`src/rtl/iob_ram_sp_arbiter.sv`:
```
// -----------------------------------------------------------------------------
// iob_ram_sp_arbiter
//
// Shares one single-port RAM (1-cycle registered read) between two requesters.
// Each requester issues reads and writes over a request channel. Read data
// comes back over a per-requester response channel. Grants are round-robin and
// the RAM sees at most one access per cycle. Each requester owns a 2-entry
// response FIFO, so back-to-back reads run at full rate while the response
// side keeps up.
//
// Handshake semantics (request and response channels alike): a transfer
// happens on a rising ap_clk edge where valid and ready are both 1. A
// requester keeps its request fields stable while valid is 1 and ready is 0.
// ready may depend combinationally on valid. The block does not latch
// requests that have not been accepted.
//
// Ports
//   ap_clk       clock, rising edge
//   areset       asynchronous, active-high reset
//   req_valid_i  [1:0]        request present, bit n = requester n
//   req_ready_o  [1:0]        request accepted this cycle (one-hot or zero)
//   req_we_i     [1:0]        1 = write, 0 = read
//   req_addr_i   [2*ADDR_W]   requester n address at [n*ADDR_W +: ADDR_W]
//   req_din_i    [2*DATA_W]   requester n write data, same packing
//   rsp_valid_o  [1:0]        read data waiting for requester n
//   rsp_ready_i  [1:0]        requester n takes its response
//   rsp_dout_o   [2*DATA_W]   read data, same packing
//   ram_en_o/ram_we_o/ram_addr_o/ram_din_o  RAM command, combinational
//   ram_dout_i   RAM read data, valid the cycle after the read edge
// -----------------------------------------------------------------------------
module iob_ram_sp_arbiter #(
  parameter int DATA_W = 8,
  parameter int ADDR_W = 14
) (
  input  logic                  ap_clk,
  input  logic                  areset,
  input  logic [1:0]            req_valid_i,
  output logic [1:0]            req_ready_o,
  input  logic [1:0]            req_we_i,
  input  logic [2*ADDR_W-1:0]   req_addr_i,
  input  logic [2*DATA_W-1:0]   req_din_i,
  output logic [1:0]            rsp_valid_o,
  input  logic [1:0]            rsp_ready_i,
  output logic [2*DATA_W-1:0]   rsp_dout_o,
  output logic                  ram_en_o,
  output logic                  ram_we_o,
  output logic [ADDR_W-1:0]     ram_addr_o,
  output logic [DATA_W-1:0]     ram_din_o,
  input  logic [DATA_W-1:0]     ram_dout_i
);

  // Round-robin pointer: the requester that wins the next contended cycle.
  logic rr_ptr_q, rr_ptr_d;

  // One RAM read can be in flight at a time (one access per cycle), so a
  // single pending flag plus the owner id describes it completely.
  logic pend_q, pend_d;
  logic pend_id_q, pend_id_d;

  // Response FIFOs: 2 entries each, 1-bit read/write pointers, 2-bit count.
  logic [DATA_W-1:0] mem_q [2][2];
  logic [1:0]        cnt_q [2];
  logic [1:0]        cnt_d [2];
  logic [1:0]        rd_ptr_q, rd_ptr_d;
  logic [1:0]        wr_ptr_q, wr_ptr_d;

  logic [1:0] push;   // pending read lands in FIFO n at the coming edge
  logic [1:0] pop;    // response n handed over at the coming edge
  logic [1:0] occ [2];
  logic [1:0] elig;
  logic [1:0] cand;
  logic [1:0] grant;
  logic       gsel;   // index of the granted requester when grant != 0

  // ---------------------------------------------------------------------------
  // FIFO status and response outputs
  // ---------------------------------------------------------------------------
  always_comb begin
    push        = '0;
    pop         = '0;
    rsp_valid_o = '0;
    rsp_dout_o  = '0;
    for (int n = 0; n < 2; n++) begin
      push[n]        = pend_q && (pend_id_q == 1'(n));
      rsp_valid_o[n] = (cnt_q[n] != 2'd0);
      pop[n]         = rsp_valid_o[n] && rsp_ready_i[n];
      rsp_dout_o[n*DATA_W +: DATA_W] = mem_q[n][rd_ptr_q[n]];
    end
  end

  // ---------------------------------------------------------------------------
  // Eligibility and grant
  // ---------------------------------------------------------------------------
  // A read is eligible only if, counting the in-flight read and crediting a
  // pop that happens on the same edge, the FIFO still has room for it. Writes
  // produce no response, so they never wait on the response path.
  always_comb begin
    elig = '0;
    for (int n = 0; n < 2; n++) begin
      occ[n]  = {1'b0, push[n]} + cnt_q[n] - {1'b0, pop[n]};
      elig[n] = req_we_i[n] || (occ[n] < 2'd2);
    end
    cand = req_valid_i & elig & {2{~areset}};
    if (&cand) begin
      grant = rr_ptr_q ? 2'b10 : 2'b01;
    end else begin
      grant = cand;
    end
    gsel        = grant[1];
    req_ready_o = grant;
  end

  // ---------------------------------------------------------------------------
  // RAM command, straight from the granted request
  // ---------------------------------------------------------------------------
  always_comb begin
    ram_en_o   = |grant;
    ram_we_o   = (|grant) && req_we_i[gsel];
    ram_addr_o = gsel ? req_addr_i[ADDR_W +: ADDR_W] : req_addr_i[0 +: ADDR_W];
    ram_din_o  = gsel ? req_din_i[DATA_W +: DATA_W]  : req_din_i[0 +: DATA_W];
  end

  // ---------------------------------------------------------------------------
  // Next-state logic
  // ---------------------------------------------------------------------------
  always_comb begin
    // The winner of a contended cycle hands priority to the loser; grants
    // without contention leave the pointer alone.
    rr_ptr_d  = (&cand) ? ~rr_ptr_q : rr_ptr_q;
    // A new read re-arms the pending flag in the same edge the previous one
    // is pushed, giving 1 read per cycle.
    pend_d    = (|grant) && !req_we_i[gsel];
    pend_id_d = pend_d ? gsel : pend_id_q;
    rd_ptr_d  = rd_ptr_q ^ pop;
    wr_ptr_d  = wr_ptr_q ^ push;
    for (int n = 0; n < 2; n++) begin
      cnt_d[n] = cnt_q[n] + {1'b0, push[n]} - {1'b0, pop[n]};
    end
  end

  always_ff @(posedge ap_clk or posedge areset) begin
    if (areset) begin
      rr_ptr_q  <= 1'b0;
      pend_q    <= 1'b0;
      pend_id_q <= 1'b0;
      rd_ptr_q  <= '0;
      wr_ptr_q  <= '0;
      cnt_q[0]  <= 2'd0;
      cnt_q[1]  <= 2'd0;
    end else begin
      rr_ptr_q  <= rr_ptr_d;
      pend_q    <= pend_d;
      pend_id_q <= pend_id_d;
      rd_ptr_q  <= rd_ptr_d;
      wr_ptr_q  <= wr_ptr_d;
      cnt_q[0]  <= cnt_d[0];
      cnt_q[1]  <= cnt_d[1];
    end
  end

  // FIFO storage needs no reset: entries are only visible when the count
  // says so, and the count is reset.
  always_ff @(posedge ap_clk) begin
    for (int n = 0; n < 2; n++) begin
      if (push[n]) begin
        mem_q[n][wr_ptr_q[n]] <= ram_dout_i;
      end
    end
  end

endmodule

```
`config.mk`:
```
export PLATFORM = sky130hd
export DESIGN_NAME = iob_ram_sp_arbiter
export DESIGN_NICKNAME = d
export VERILOG_FILES = /design/src/rtl/iob_ram_sp_arbiter.sv
export SDC_FILE = /design/constraint.sdc
export NUM_CORES = 1
export LEC_CHECK = 0
export CAP_MARGIN = 25
export CORE_ASPECT_RATIO = 0.8
export CORE_UTILIZATION = 37
export DETAILED_ROUTE_END_ITERATION = 16
export PLACE_DENSITY = 0.79
export RECOVER_POWER = 100
export SLEW_MARGIN = 5
export SYNTH_ARGS = -nofsm -noshare
export SYNTH_HDL_FRONTEND = slang
export SYNTH_SLANG_ARGS = --single-unit
```
`constraint.sdc`:
```
create_clock -name ap_clk -period 2.7 [get_ports ap_clk]
set_clock_uncertainty 0.15 [all_clocks]
set_input_delay 0.405 -clock ap_clk [delete_from_list [all_inputs] [get_ports ap_clk]]
set_output_delay 0.405 -clock ap_clk [all_outputs]
set_load 0.05 [all_outputs]
```
Word level (Yosys, flattened, before mapping) --
Memories as Yosys holds them, arrays and structs flattened. Index checks and enable logic that the tools add are counted.
Storage, ports and cells: register bits 11, bits in latches 0, bits in writable memories 32, memory bits (read-only) 0, output and inout port bits 44, word-level logic and storage cells 71, memories 1
Operators by class: $add $sub $neg 4, multiply operators 0, divide/modulo/power cells 0, $lt $le $gt $ge 9, equality and inequality tests 0, shifts and indexed selects 0, multiplexer cells 23, bitwise gates (word level) 11, reduce and logical (&&, ||, !) cells 16
Memory list:
- mem_q | words 2, bits a word 16, read ports 2, clocked after Yosys merged registers in 0, wr ports 1, line 61 | logic [DATA_W-1:0] mem_q [2][2];
Operators with widths (number):
- $mux 8 | 9
- $mux 16 | 4
- $demux 8 s1 | 2
- $reduce_or 16->1 | 1
- $mux 14 | 1
- $ge 2x2->1 const B | 4
- $logic_and 1x1->1 | 8
- $not 1->2 | 4
- $mux 1 | 5
- $add 2x1->2 | 2
- $and 2x2->2 | 2
- $lt 2x1->1 const B | 2
- $lt 2x2->1 const B | 2
- $mux 2 | 2
- $reduce_bool 2->1 | 2
- $sub 2x1->2 | 2
- $xor 2x2->2 | 2
- $not 1->1 | 3
- $logic_or 1x1->1 | 2
- $lt 1x2->1 const B | 1
- $reduce_and 2->1 | 1
- $reduce_or 2->1 | 1
- $logic_not 1->1 | 1

Logic depth before layout (Yosys ltp) --
depth in word-level cells 14, gate-level depth with buffers 10, mapped depth without buffers 10

Least setup slack after synthesis --
No wires, ideal clock.
path type reg-to-output, from reg cnt_q[2] (netlist bit), to out ram_we_o, data arrival time 3.263 ns, data required time 2.145 ns, slack -1.118 ns, stages on the path, launching flop included 10, path buffers 0, path through dfrtp_1 -> or2_2 -> and2_1 -> ha_1 -> inv_1 -> ha_1 -> xnor3_1 -> o211ai_2 -> a21oi_1 -> a22o_1
RTL lines:
- from (decl) | line 62 | logic [1:0] cnt_q [2];
- $reduce_bool 2->1 * | line 85 | rsp_valid_o[n] = (cnt_q[n] != 2'd0);
- via rsp_valid_o[0] | line 42 | output logic [1:0] rsp_valid_o,
- $logic_and 1x1->1 * | line 86 | pop[n] = rsp_valid_o[n] && rsp_ready_i[n];
- $sub 2x1->2 * | line 100 | occ[n] = {1'b0, push[n]} + cnt_q[n] - {1'b0, pop[n]};
- $lt 2x2->1 * | line 101 | elig[n] = req_we_i[n] || (occ[n] < 2'd2);
- $logic_or 1x1->1 * | line 101
- $and 2x2->2 * (2 in a row) | line 103 | cand = req_valid_i & elig & {2{~areset}};
- $reduce_and 2->1 | line 104 | if (&cand) begin
- $mux 2 * | line 104
- via req_ready_o[0] | line 38 | output logic [1:0] req_ready_o,
- $reduce_or 2->1 * | line 118 | ram_we_o = (|grant) && req_we_i[gsel];
- $logic_and 1x1->1 * | line 118
- to (decl) | line 46 | output logic ram_we_o,
The timed path passes the listed nets; every way through them passes the cells marked *. The select of a mux whose other input is x is not followed.

==> impl_metrics.csv <==
group,metric,value,unit
run_status,status,"finished with violations",
run_status,failed_checks,"setup timing",
synth,syn_area,2127,um2
routing,wl,5.228,mm
flow_run,drv_cap,0,
sta,finalHoldViolCount,0,
routing,antenna_left,0,
floorplan,core_area,5495,um2
synth,synth_top_area_share,0.4518,
floorplan,dieArea,6058,um2
final_layout,drive_above_1_share,0.4423,
power_and_ir_drop,power_density,892.2,nW/um2
setup_path,cp_num_cells,11,
floorplan,num_rows,24,
setup_path,slowest_delay,390,ps
synth,synthesis.nets,199,
setup_path,critical_path.endpoint,"ram_addr_o[3]",
power_and_ir_drop,leakage,0.001607,uW
synth,synth_edf_count,32,
setup_path,path_cells,"or2_4 -> and2_4 -> ha_4 -> inv_2 -> ha_4 -> xor3_2 -> a211oi_4 -> o21ai_4 -> buf_12 -> mux2_4 -> buf_12",
sta,rsz0062_at_grt,"yes",
placed_design,io_buffer_count,103,
clock_tree,cts_buffers,5,
setup_path,rrSetupSlack,0,ps
global_routing,grt_first_pass_wirelength,8.024,mm
routing,vias,1489,
sta,max_freq,293.8,MHz
synth,synth_most_common_cell,"edfxtp_1",
clock_tree,root_buffer,"clkbuf_8",
routing,wl_per_cell,15.47,um
floorplan,initial_core_util,0.3871,
synth,async_flop_share,0.2558,
setup_path,regToRegStartpoint,"cnt_q[1]",
final_layout,layout.nets,327,
synth,synth.distinct_cells,23,
global_routing,grt_util_all_layers,0.1759,
final_layout,antenna-diode-count,0,
sta,min_period_over_period,1.261,
setup_path,crit_fanout,13,
routing,drc,0,
synth,synth-seq-area-share,0.5812,
setup_path,crit_path_top_delay_cell,"dfrtp_1",
setup_path,worstPathArrival,2850,ps
setup_path,crit_path_start_kind,"register",
synth,synth_top_cell_by_area,"edfxtp_1",
clock_tree,clkLatencyLatePin,290,ps
setup_path,reg2reg_to,"rr_ptr_q",
floorplan,pin_count,104,
sta,drv_slew,0,
clock_tree,cts_tree,"done",
sta,setup_ws,-703.5,ps
setup_path,critPathBufInv,3,
power_and_ir_drop,ir_drop,0.6316,mV
global_routing,grt_overflow,0,
synth,ys_ff_latch,43,
sta,fin_setup_tns,-17080,ps
power_and_ir_drop,power,3449,uW
routing,avgViaCountPerCell,4.405,
synth,ys_top_cells_by_area,"edfxtp_1, mux2_4, dfrtp_1, mux2_2, ha_1",
sta,hold_slack,456.2,ps
synth,ys.flop_type,"edfxtp_1",
placed_design,place_hpwl,4.180,mm
sta,finalSetupViolCount,27,
global_routing,grt_pass1_vias,1588,
sta,worst_pin_slew,642.0,ps
setup_path,required,2140,ps
setup_path,end_kind,"output pin",
global_routing,grt_max_degree,16,
clock_tree,cts.clk_slew.worst_paths,80,ps
routing,drt-pass1-iter-count,4,
setup_path,worstSetupPathType,"register to output pin",
clock_tree,cts_sinks,43,
global_routing,antenna_found_initial,0,
clock_tree,cts_hold_buf,0,
synth,synthTopCellsByCount,"edfxtp_1, mux2_4, mux2_2",
sta,fin_crit,3403,ps
placed_design,gp_congestion,0.7356,
setup_path,worstRegToRegCells,12,
synth,avgSynthCellArea,16.24,um2
synth,ys_warn_count,0,
setup_path,crit_family,"simple AND/OR/NAND/NOR gates",
setup_path,crit_start,"cnt_q[1]",
routing,drtIter0Drc,40,
final_layout,areaGrowthSynthToFinish,81.76,%
synth,synth_cells,131,
sta,max_slew_margin,0.5720,
clock_tree,htree_levels,2,
floorplan,chipHeight,69.82,um
floorplan,fp.dieW,86.77,um
min_path,hp-class,"register to register",
clock_tree,clock_path_buffers,2,
routing by layer:
layer,up-vias,GRT usage,wire [um]
met2,28,0.3042,2827
met4,0,0.03333,66
met5,-,0,0
met3,8,0.03333,131
li1,729,-,-
met1,724,0.2303,2203
cell families after synthesis:
group / count (synthesis) / share of synthesized area
flip-flops: 43 / 0.5812
multiplexers: 38 / 0.2365
AO/OA/AOI/OAI: 10 / 0.04000
AND/OR/NAND/NOR: 9 / 0.02177
buffers and inverters: 18 / 0.03882
adder cells (fa/ha/maj): 8 / 0.04706
XOR/XNOR: 5 / 0.03471
worst reg2reg max path, delay by kind of cell, from the launching register on:
kind | cells | cell delay (ps)
flops | 1 | 390
buf+inv | 4 | 430
simple gates | 3 | 510
compound gates | 1 | 350
fa+ha+maj | 2 | 390
xor+xnor | 2 | 400
per-stage QoR:
stage | worst slack, ps | cell area, um2 | instances | util
final | -703.5 | 3866 | 338 | 0.7036
after global placement | -618.1 | 3656 | 325 | 0.6653
after CTS | -716.3 | 3820 | 336 | 0.6951
after detailed placement | -667.4 | 3656 | 325 | 0.6653
after floorplan | -502.1 | 2207 | 131 | -
after global routing | -795.1 | 3866 | 338 | 0.7036
cell usage in the layout (no fill, tap or decap), types with 5 or more instances in the layout:
master / count
buf_12: 23
buf_4: 12
buf_6: 9
clkbuf_8: 5
clkdlybuf4s50_1: 69
dfrtp_1: 11
dlygate4sd3_1: 8
edfxtp_1: 32
inv_1: 11
mux2_2: 18
mux2_4: 20
cell type report:
class	instances	area, um2
timing repair buffer	125	1456
inverter	14	56.30
tap	78	97.59
clock inverter	3	23.77
clock buffer	5	68.82
multi-input combinational	70	927.1
fill	347	1629
sequential	43	1236
report_power, final:
part / switching [uW] / leakage (uW) / internal, uW
Sequential: 118 / 0.000421 / 845
Clock: 231 / 0.0000408 / 185
Combinational: 1040 / 0.00115 / 1030
Total: 1390 / 0.00161 / 2060
what timing repair did:
action                     CTS  global route
setup endpoints to repair   27            29
pin swaps                    2             1
resized for setup           10             9
hold endpoints to repair     0             0
buffers inserted             3             3
registers in the layout, indices dropped and copies added (netlist names):
name	cells
mem_q	32
cnt_q	4
rd_ptr_q	2
wr_ptr_q	2
pend_id_q	1
pend_q	1
rr_ptr_q	1
worst min path at each step:
stage                          end     start  cells after the start  slack, ps
after CTS                 cnt_q[0]  cnt_q[0]                      2        460
final                     cnt_q[0]  cnt_q[0]                      2        460
after floorplan           cnt_q[0]    areset                      1        140
after detailed placement  rr_ptr_q  rr_ptr_q                      1        440
after global placement    rr_ptr_q  rr_ptr_q                      1        440
after global routing      cnt_q[0]  cnt_q[0]                      2        490
Power figures use the tool's default switching activity.
